===== src/rtl/hicore_biu_arbt_pkg.sv =====
// ============================================================================
// Module      : hicore_biu_arbt_pkg
// Description : Shared definitions for the BIU command arbiter. Holds the ICB
//               field-width defaults, the requester index constants and a
//               small index-width helper.
// Revision    : 1.0 - initial release
// ============================================================================
`default_nettype none

`ifndef HiCore_ADDR_SIZE
`define HiCore_ADDR_SIZE 32
`endif
`ifndef HiCore_REG_SIZE
`define HiCore_REG_SIZE 32
`endif

package hicore_biu_arbt_pkg;

    // ICB field widths
    localparam int HICORE_ICB_AW = `HiCore_ADDR_SIZE;
    localparam int HICORE_ICB_DW = `HiCore_REG_SIZE;

    // Requester ports in front of the BIU
    localparam int HICORE_ARBT_IFU = 0;
    localparam int HICORE_ARBT_LSU = 1;

    // Bits needed to index n items, never less than one
    function automatic int hicore_clog2_min1(input int n);
        int r;
        r = 0;
        for (int i = 0; i < 31; i++) begin
            if ((1 << r) < n) begin
                r = r + 1;
            end
        end
        return (r < 1) ? 1 : r;
    endfunction

endpackage

`default_nettype wire


===== src/rtl/hicore_arbt_outs_fifo.sv =====
// ============================================================================
// Module      : hicore_arbt_outs_fifo
// Description : Outstanding-command FIFO. Stores the requester index of each
//               issued command so in-order responses can be routed back.
// Ports       : clk, rst_n        - clock, async active-low reset
//               i_push/i_push_data - enqueue a granted index
//               i_pop/o_pop_data   - dequeue / head index
//               o_full/o_empty     - occupancy flags
// Revision    : 1.0 - initial release
// ============================================================================
`default_nettype none

module hicore_arbt_outs_fifo
    import hicore_biu_arbt_pkg::*;
#(
    parameter int DEPTH = 2,
    parameter int WIDTH = 1
) (
    input  logic             clk,
    input  logic             rst_n,
    input  logic             i_push,
    input  logic [WIDTH-1:0] i_push_data,
    input  logic             i_pop,
    output logic [WIDTH-1:0] o_pop_data,
    output logic             o_full,
    output logic             o_empty
);

    localparam int c_ptr_w = hicore_clog2_min1(DEPTH);
    localparam int c_cnt_w = hicore_clog2_min1(DEPTH + 1);

    logic [WIDTH-1:0]   r_mem [DEPTH];
    logic [c_ptr_w-1:0] r_wptr;
    logic [c_ptr_w-1:0] r_rptr;
    logic [c_cnt_w-1:0] r_cnt;
    logic               w_do_push;
    logic               w_do_pop;

    assign o_full     = (r_cnt == c_cnt_w'(DEPTH));
    assign o_empty    = (r_cnt == '0);
    assign w_do_push  = i_push & ~o_full;
    assign w_do_pop   = i_pop & ~o_empty;
    assign o_pop_data = r_mem[r_rptr];

    always_ff @(posedge clk or negedge rst_n) begin
        if (!rst_n) begin
            r_wptr <= '0;
            r_rptr <= '0;
            r_cnt  <= '0;
            for (int i = 0; i < DEPTH; i++) begin
                r_mem[i] <= '0;
            end
        end else begin
            if (w_do_push) begin
                r_mem[r_wptr] <= i_push_data;
                r_wptr <= (r_wptr == c_ptr_w'(DEPTH - 1)) ? '0 : r_wptr + 1'b1;
            end
            if (w_do_pop) begin
                r_rptr <= (r_rptr == c_ptr_w'(DEPTH - 1)) ? '0 : r_rptr + 1'b1;
            end
            case ({w_do_push, w_do_pop})
                2'b10:   r_cnt <= r_cnt + 1'b1;
                2'b01:   r_cnt <= r_cnt - 1'b1;
                default: r_cnt <= r_cnt;
            endcase
        end
    end

endmodule

`default_nettype wire


===== src/rtl/hicore_biu_arbt.sv =====
// ============================================================================
// Module      : hicore_biu_arbt
// Description : N-to-1 ICB arbiter in front of the BIU command port. Picks one
//               requester per cycle, holds a stalled grant until it is
//               accepted, and routes in-order responses back through an
//               outstanding-index FIFO.
// Ports       : clk, rst_n         - clock, async active-low reset
//               i_bus_icb_cmd_*    - per-requester command channels (flattened)
//               i_bus_icb_rsp_*    - per-requester response channels
//               o_icb_cmd_*        - command channel to the BIU
//               o_icb_rsp_*        - response channel from the BIU
// Config      : HICORE_ARBT_RR_EN  - defined: round-robin arbitration;
//                                    undefined: fixed priority (port 0 highest)
// Revision    : 1.0 - initial release
// ============================================================================
`default_nettype none

`ifndef HiCore_ADDR_SIZE
`define HiCore_ADDR_SIZE 32
`endif
`ifndef HiCore_REG_SIZE
`define HiCore_REG_SIZE 32
`endif

module hicore_biu_arbt
    import hicore_biu_arbt_pkg::*;
#(
    parameter int ARB_NUM    = 2,
    parameter int AW         = `HiCore_ADDR_SIZE,
    parameter int DW         = `HiCore_REG_SIZE,
    parameter int OUTS_DEPTH = 2,
    parameter int IDX_W      = 1
) (
    input  logic                    clk,
    input  logic                    rst_n,
    input  logic [ARB_NUM-1:0]      i_bus_icb_cmd_valid,
    output logic [ARB_NUM-1:0]      i_bus_icb_cmd_ready,
    input  logic [ARB_NUM-1:0]      i_bus_icb_cmd_read,
    input  logic [ARB_NUM*AW-1:0]   i_bus_icb_cmd_addr,
    input  logic [ARB_NUM*DW-1:0]   i_bus_icb_cmd_wdata,
    input  logic [ARB_NUM*DW/8-1:0] i_bus_icb_cmd_wmask,
    output logic [ARB_NUM-1:0]      i_bus_icb_rsp_valid,
    input  logic [ARB_NUM-1:0]      i_bus_icb_rsp_ready,
    output logic [ARB_NUM-1:0]      i_bus_icb_rsp_err,
    output logic [ARB_NUM*DW-1:0]   i_bus_icb_rsp_rdata,
    output logic                    o_icb_cmd_valid,
    input  logic                    o_icb_cmd_ready,
    output logic                    o_icb_cmd_read,
    output logic [AW-1:0]           o_icb_cmd_addr,
    output logic [DW-1:0]           o_icb_cmd_wdata,
    output logic [DW/8-1:0]         o_icb_cmd_wmask,
    input  logic                    o_icb_rsp_valid,
    output logic                    o_icb_rsp_ready,
    input  logic                    o_icb_rsp_err,
    input  logic [DW-1:0]           o_icb_rsp_rdata
);

    localparam int c_mw = DW / 8;

    // Grant-hold state: ARB lets the arbiter choose, HOLD pins the grant
    // on a command the BIU has not yet accepted.
    localparam logic [0:0] c_st_arb  = 1'b0;
    localparam logic [0:0] c_st_hold = 1'b1;

    logic [0:0]       r_state;
    logic [0:0]       w_state_nxt;
    logic             w_lock;
    logic [IDX_W-1:0] r_lock_idx;
    logic [IDX_W-1:0] w_arb_idx;
    logic [IDX_W-1:0] w_grant_idx;
    logic [IDX_W-1:0] w_head_idx;
    logic             w_req_valid;
    logic             w_fifo_full;
    logic             w_fifo_empty;
    logic             w_cmd_hsk;
    logic             w_stall;
    logic             w_rsp_hsk;

    // ------------------------------------------------------------------
    // Arbitration winner
    // ------------------------------------------------------------------
`ifdef HICORE_ARBT_RR_EN
    logic [IDX_W-1:0] r_rr_ptr;

    always_comb begin
        logic v_found;
        int   v_j;
        w_arb_idx = '0;
        v_found   = 1'b0;
        v_j       = 0;
        // First valid port at or above the pointer, wrapping past the top
        for (int i = 0; i < ARB_NUM; i++) begin
            v_j = int'(r_rr_ptr) + i;
            if (v_j >= ARB_NUM) begin
                v_j = v_j - ARB_NUM;
            end
            if (!v_found && i_bus_icb_cmd_valid[v_j]) begin
                v_found   = 1'b1;
                w_arb_idx = IDX_W'(v_j);
            end
        end
    end

    // Only a freshly arbitrated handshake moves the pointer; completing a
    // held command leaves the rotation where it was.
    always_ff @(posedge clk or negedge rst_n) begin
        if (!rst_n) begin
            r_rr_ptr <= '0;
        end else if (w_cmd_hsk && !w_lock) begin
            r_rr_ptr <= (w_grant_idx == IDX_W'(ARB_NUM - 1)) ? '0 : w_grant_idx + 1'b1;
        end
    end
`else
    always_comb begin
        w_arb_idx = '0;
        // Scan downward so the lowest valid index is the last to win
        for (int i = ARB_NUM - 1; i >= 0; i--) begin
            if (i_bus_icb_cmd_valid[i]) begin
                w_arb_idx = IDX_W'(i);
            end
        end
    end
`endif

    // ------------------------------------------------------------------
    // Command path (combinational, no added latency)
    // ------------------------------------------------------------------
    assign w_grant_idx     = w_lock ? r_lock_idx : w_arb_idx;
    assign w_req_valid     = i_bus_icb_cmd_valid[w_grant_idx];
    assign o_icb_cmd_valid = w_req_valid & ~w_fifo_full;
    assign o_icb_cmd_read  = i_bus_icb_cmd_read[w_grant_idx];
    assign o_icb_cmd_addr  = i_bus_icb_cmd_addr[int'(w_grant_idx)*AW +: AW];
    assign o_icb_cmd_wdata = i_bus_icb_cmd_wdata[int'(w_grant_idx)*DW +: DW];
    assign o_icb_cmd_wmask = i_bus_icb_cmd_wmask[int'(w_grant_idx)*c_mw +: c_mw];
    assign w_cmd_hsk       = o_icb_cmd_valid & o_icb_cmd_ready;
    assign w_stall         = o_icb_cmd_valid & ~o_icb_cmd_ready;

    // ------------------------------------------------------------------
    // Response path
    // ------------------------------------------------------------------
    assign o_icb_rsp_ready     = i_bus_icb_rsp_ready[w_head_idx] & ~w_fifo_empty;
    assign w_rsp_hsk           = o_icb_rsp_valid & o_icb_rsp_ready;
    assign i_bus_icb_rsp_err   = {ARB_NUM{o_icb_rsp_err}};
    assign i_bus_icb_rsp_rdata = {ARB_NUM{o_icb_rsp_rdata}};

    // Ready is only offered to the granted port while it is actually
    // requesting, so an idle arbiter shows no ready anywhere.
    for (genvar k = 0; k < ARB_NUM; k++) begin : g_port
        assign i_bus_icb_cmd_ready[k] = (w_grant_idx == IDX_W'(k)) & w_req_valid
                                        & o_icb_cmd_ready & ~w_fifo_full;
        assign i_bus_icb_rsp_valid[k] = (w_head_idx == IDX_W'(k)) & o_icb_rsp_valid
                                        & ~w_fifo_empty;
    end

    // ------------------------------------------------------------------
    // Grant-hold FSM
    // ------------------------------------------------------------------
    always_ff @(posedge clk or negedge rst_n) begin
        if (!rst_n) begin
            r_state <= c_st_arb;
        end else begin
            r_state <= w_state_nxt;
        end
    end

    always_comb begin
        w_state_nxt = r_state;
        case (r_state)
            c_st_arb:  if (w_stall)   w_state_nxt = c_st_hold;
            c_st_hold: if (w_cmd_hsk) w_state_nxt = c_st_arb;
            default:                  w_state_nxt = c_st_arb;
        endcase
    end

    always_comb begin
        w_lock = (r_state == c_st_hold);
    end

    always_ff @(posedge clk or negedge rst_n) begin
        if (!rst_n) begin
            r_lock_idx <= '0;
        end else if (w_stall) begin
            r_lock_idx <= w_grant_idx;
        end
    end

    // ------------------------------------------------------------------
    // Outstanding index FIFO
    // ------------------------------------------------------------------
    hicore_arbt_outs_fifo #(
        .DEPTH (OUTS_DEPTH),
        .WIDTH (IDX_W)
    ) u_outs_fifo (
        .clk         (clk),
        .rst_n       (rst_n),
        .i_push      (w_cmd_hsk),
        .i_push_data (w_grant_idx),
        .i_pop       (w_rsp_hsk),
        .o_pop_data  (w_head_idx),
        .o_full      (w_fifo_full),
        .o_empty     (w_fifo_empty)
    );

endmodule

`default_nettype wire


===== config.mk =====
export PLATFORM = sky130hd
export DESIGN_NAME = hicore_biu_arbt
export DESIGN_NICKNAME = d
export VERILOG_FILES = /design/src/rtl/hicore_biu_arbt_pkg.sv /design/src/rtl/hicore_arbt_outs_fifo.sv /design/src/rtl/hicore_biu_arbt.sv
export SDC_FILE = /design/constraint.sdc
export NUM_CORES = 1
export LEC_CHECK = 0
export CORE_AREA = 2 2 125 127
export DETAILED_ROUTE_END_ITERATION = 7
export DIE_AREA = 0 0 127 129
export DONT_BUFFER_PORTS = 1
export SLEW_MARGIN = 20
export SYNTH_ARGS = -nofsm -noshare
export SYNTH_HDL_FRONTEND = slang
export SYNTH_SLANG_ARGS = --single-unit

===== constraint.sdc =====
create_clock -name clk -period 1.6 [get_ports clk]
set_input_delay 0.24 -clock clk [delete_from_list [all_inputs] [get_ports clk]]
set_output_delay 0.24 -clock clk [all_outputs]
set_load 0.02 [all_outputs]

==> flow_summary.json <==
{
  "grt_pass1_wl_mm": 9.04,
  "crit_type": "register to output pin",
  "rrSetupSlack_ns": -0.19,
  "period_minus_slack_ns": 1.88,
  "power_mw": 4.61,
  "die_h_um": 129,
  "dp_hpwl_mm": 6.22,
  "hp-class": "input port to register",
  "dp_cells": 320,
  "timing.max_cap.violations": 0,
  "core-area_um2": 15000,
  "synth_top_area_frac": 0.481,
  "async_flop_share": 1.00,
  "final_core_util": 0.160,
  "hold_path_depth": 2,
  "yosysTopAreaCell": "mux2_4",
  "slew-limit-headroom": 0.732,
  "num_vias": 1309,
  "crit_top_cell": "buf_12",
  "post-route-period-util": 1.17,
  "chipWidth_um": 127,
  "hold_start": "o_icb_cmd_ready",
  "fin_skew_ns": 0.00306,
  "syn_inst": 190,
  "setup_viol": 77,
  "rsz0062_at_grt": "yes",
  "drt_wl_total_mm": 7.56,
  "area_growth_pct": 14.5,
  "final_layout_size_suffix_gt1_frac": 0.786,
  "port_buffers": 0,
  "slowest_delay_ns": 0.40,
  "arrival_ns": 1.64,
  "gr-total-overflow": 0,
  "cts_tree": "built",
  "cp-start-kind": "register",
  "grt_max_degree": 25,
  "worst_pin_slew_ns": 0.401,
  "initial_core_util": 0.140,
  "worst_ir_drop_vdd_mv": 0.988,
  "final_common_cell": "mux2_4",
  "ios": 320,
  "leakagePower_nw": 1.16,
  "clk_pin_slew_ns": 0.03,
  "ys_seq_area_frac": 0.0957,
  "drtPass1Iterations": 4,
  "drtIter0Drc": 63,
  "tns_ns": -17.24,
  "max_freq_mhz": 533,
  "final_cell_mix": "mux2_4 (69), buf_4 (18), dfrtp_1 (8), buf_16 (8), nor2_1 (7)",
  "dp_slack_ns": -0.109,
  "hold_viol": 0,
  "synthTopCellsByArea": "mux2_4 (48%), buf_4 (24%), dfrtp_1 (9.6%)",
  "power_density_nw_per_um2": 1930,
  "stdcell_area_um2": 2390,
  "final_nets": 336,
  "grt_pass1_vias": 1435,
  "drc": 0,
  "stdcell_count": 345,
  "num_rows": 45,
  "reg2regPathDepth": 7,
  "synth-seq-cells": 8,
  "finalWeightedCongestion": 0.674,
  "reg2reg_to": "u_outs_fifo.r_mem[0]",
  "synth_area_um2": 2090,
  "dieArea_um2": 16400,
  "numCtsBuffers": 3,
  "syn_area_per_cell_um2": 11.0,
  "antenna_found_initial": 3,
  "ys.flop_type": "dfrtp_1",
  "viasPerCell": 3.79,
  "crit_path_top_delay_cell": "dfrtp_1",
  "cts_buffer_depth": 2,
  "yosysWarnings": 0,
  "whs_ns": 0.235,
  "ant_nets": 0,
  "cp_cell_sequence": "nand2_1, o21a_4, buf_12, buf_12, buf_16, mux2_4",
  "cp_max_fo": 9,
  "cp.required_ns": 1.36,
  "ctsRootBufferMaster": "clkbuf_16",
  "endpoint_kind": "output pin",
  "syn_nets": 370,
  "fillCellCount": 1667,
  "status": "complete, but fails checks",
  "r2r-start": "r_lock_idx",
  "wl_per_cell_um": 21.9,
  "synthDistinctLibCells": 22,
  "dpl_cell_area_um2": 1900,
  "cts.sinks": 8,
  "failed_checks": "setup timing",
  "grtUsageTotal": 0.0767,
  "insertion_delay_ns": 0.23,
  "fin_ws_ns": -0.278,
  "finalMaxSlewViolations": 0,
  "cts-htree-levels": 1,
  "synth_edf_count": 0
}
==> area by class of cell <==
type	count	area [µm²]	share of cell area
Sequential cell	8	200	0.0836
Timing Repair Buffer	36	519	0.217
Clock buffer	3	75.1	0.0313
Tap cell	188	235	0.0982
Multi-Input combinational cell	104	1350	0.562
Inverter	3	11.3	0.00470
Antenna cell	3	7.51	0.00313
==> what timing repair did <==
item                       in CTS  in global routing
gates resized for setup        20                  2
setup endpoints to repair      75                 80
pin swaps                       4                  1
hold buffers                    1                  0
cloned                          6                  0
hold endpoints to repair        8                  0
setup buffers                  11                  4
==> kinds of logic (layout without fill, tap and decap cells) <==
logic type                 after synthesis  after routing  share of synthesized area
AOI/OAI and AO/OA                        9              9                     0.0371
DFF                                      8              8                     0.0957
and+or+nand+nor                         15             15                     0.0329
other                                    0              3                          0
xor gates and xnor gates                 5              5                     0.0209
muxes                                   74             74                      0.517
adders and majority gates                1              1                    0.00598
buffers and inverters                   78             42                      0.291
==> critical path: cells and delay by family, from the launching register on <==
| family | cells | cell delay [ns] |
|---|---|---|
| flops | 1 | 0.40 |
| buf+inv | 3 | 0.39 |
| mux | 1 | 0.34 |
| compound gates | 1 | 0.16 |
| simple gates | 1 | 0.10 |
==> how the worst max path moves through the flow <==
stage / start / to / slack (ns) / cells after the start
after global routing: r_lock_idx / i_bus_icb_cmd_ready[1] / -0.34 / 5
after floorplan: r_lock_idx / u_outs_fifo.r_cnt[1] / 0.01 / 7
after detailed placement: u_outs_fifo.r_rptr / u_outs_fifo.r_cnt[1] / -0.11 / 7
final: register / o_icb_cmd_addr[24] / -0.28 / 6
after global placement: register / o_icb_cmd_wdata[21] / -0.05 / 4
after CTS: register / o_icb_cmd_addr[27] / -0.26 / 5
==> where the power goes <==
group	switching (mW)	internal, mW
combinational	1.77	2.04
sequential	0.0848	0.306
clock	0.0930	0.322
total	1.94	2.67
==> per-layer routing <==
layer / wire length (µm) / global-route usage
met1: 2560 / 0.0841
met2: 3510 / 0.112
met3: 1150 / 0.0424
met4: 347 / 0.0556
met5: 0 / 0
==> Yosys cell counts (2+ instances only) <==
cell type and instances:
buf_4 66, buf_6 9, dfrtp_1 8, inv_1 3, mux2_2 4, mux2_4 67
mux2i_1 3, nor2_1 9, nor2b_1 2, o21ai_0 2, o21ai_2 2, o31ai_2 2
xnor2_1 4
No activity file was read; power rests on OpenSTA's default activity.
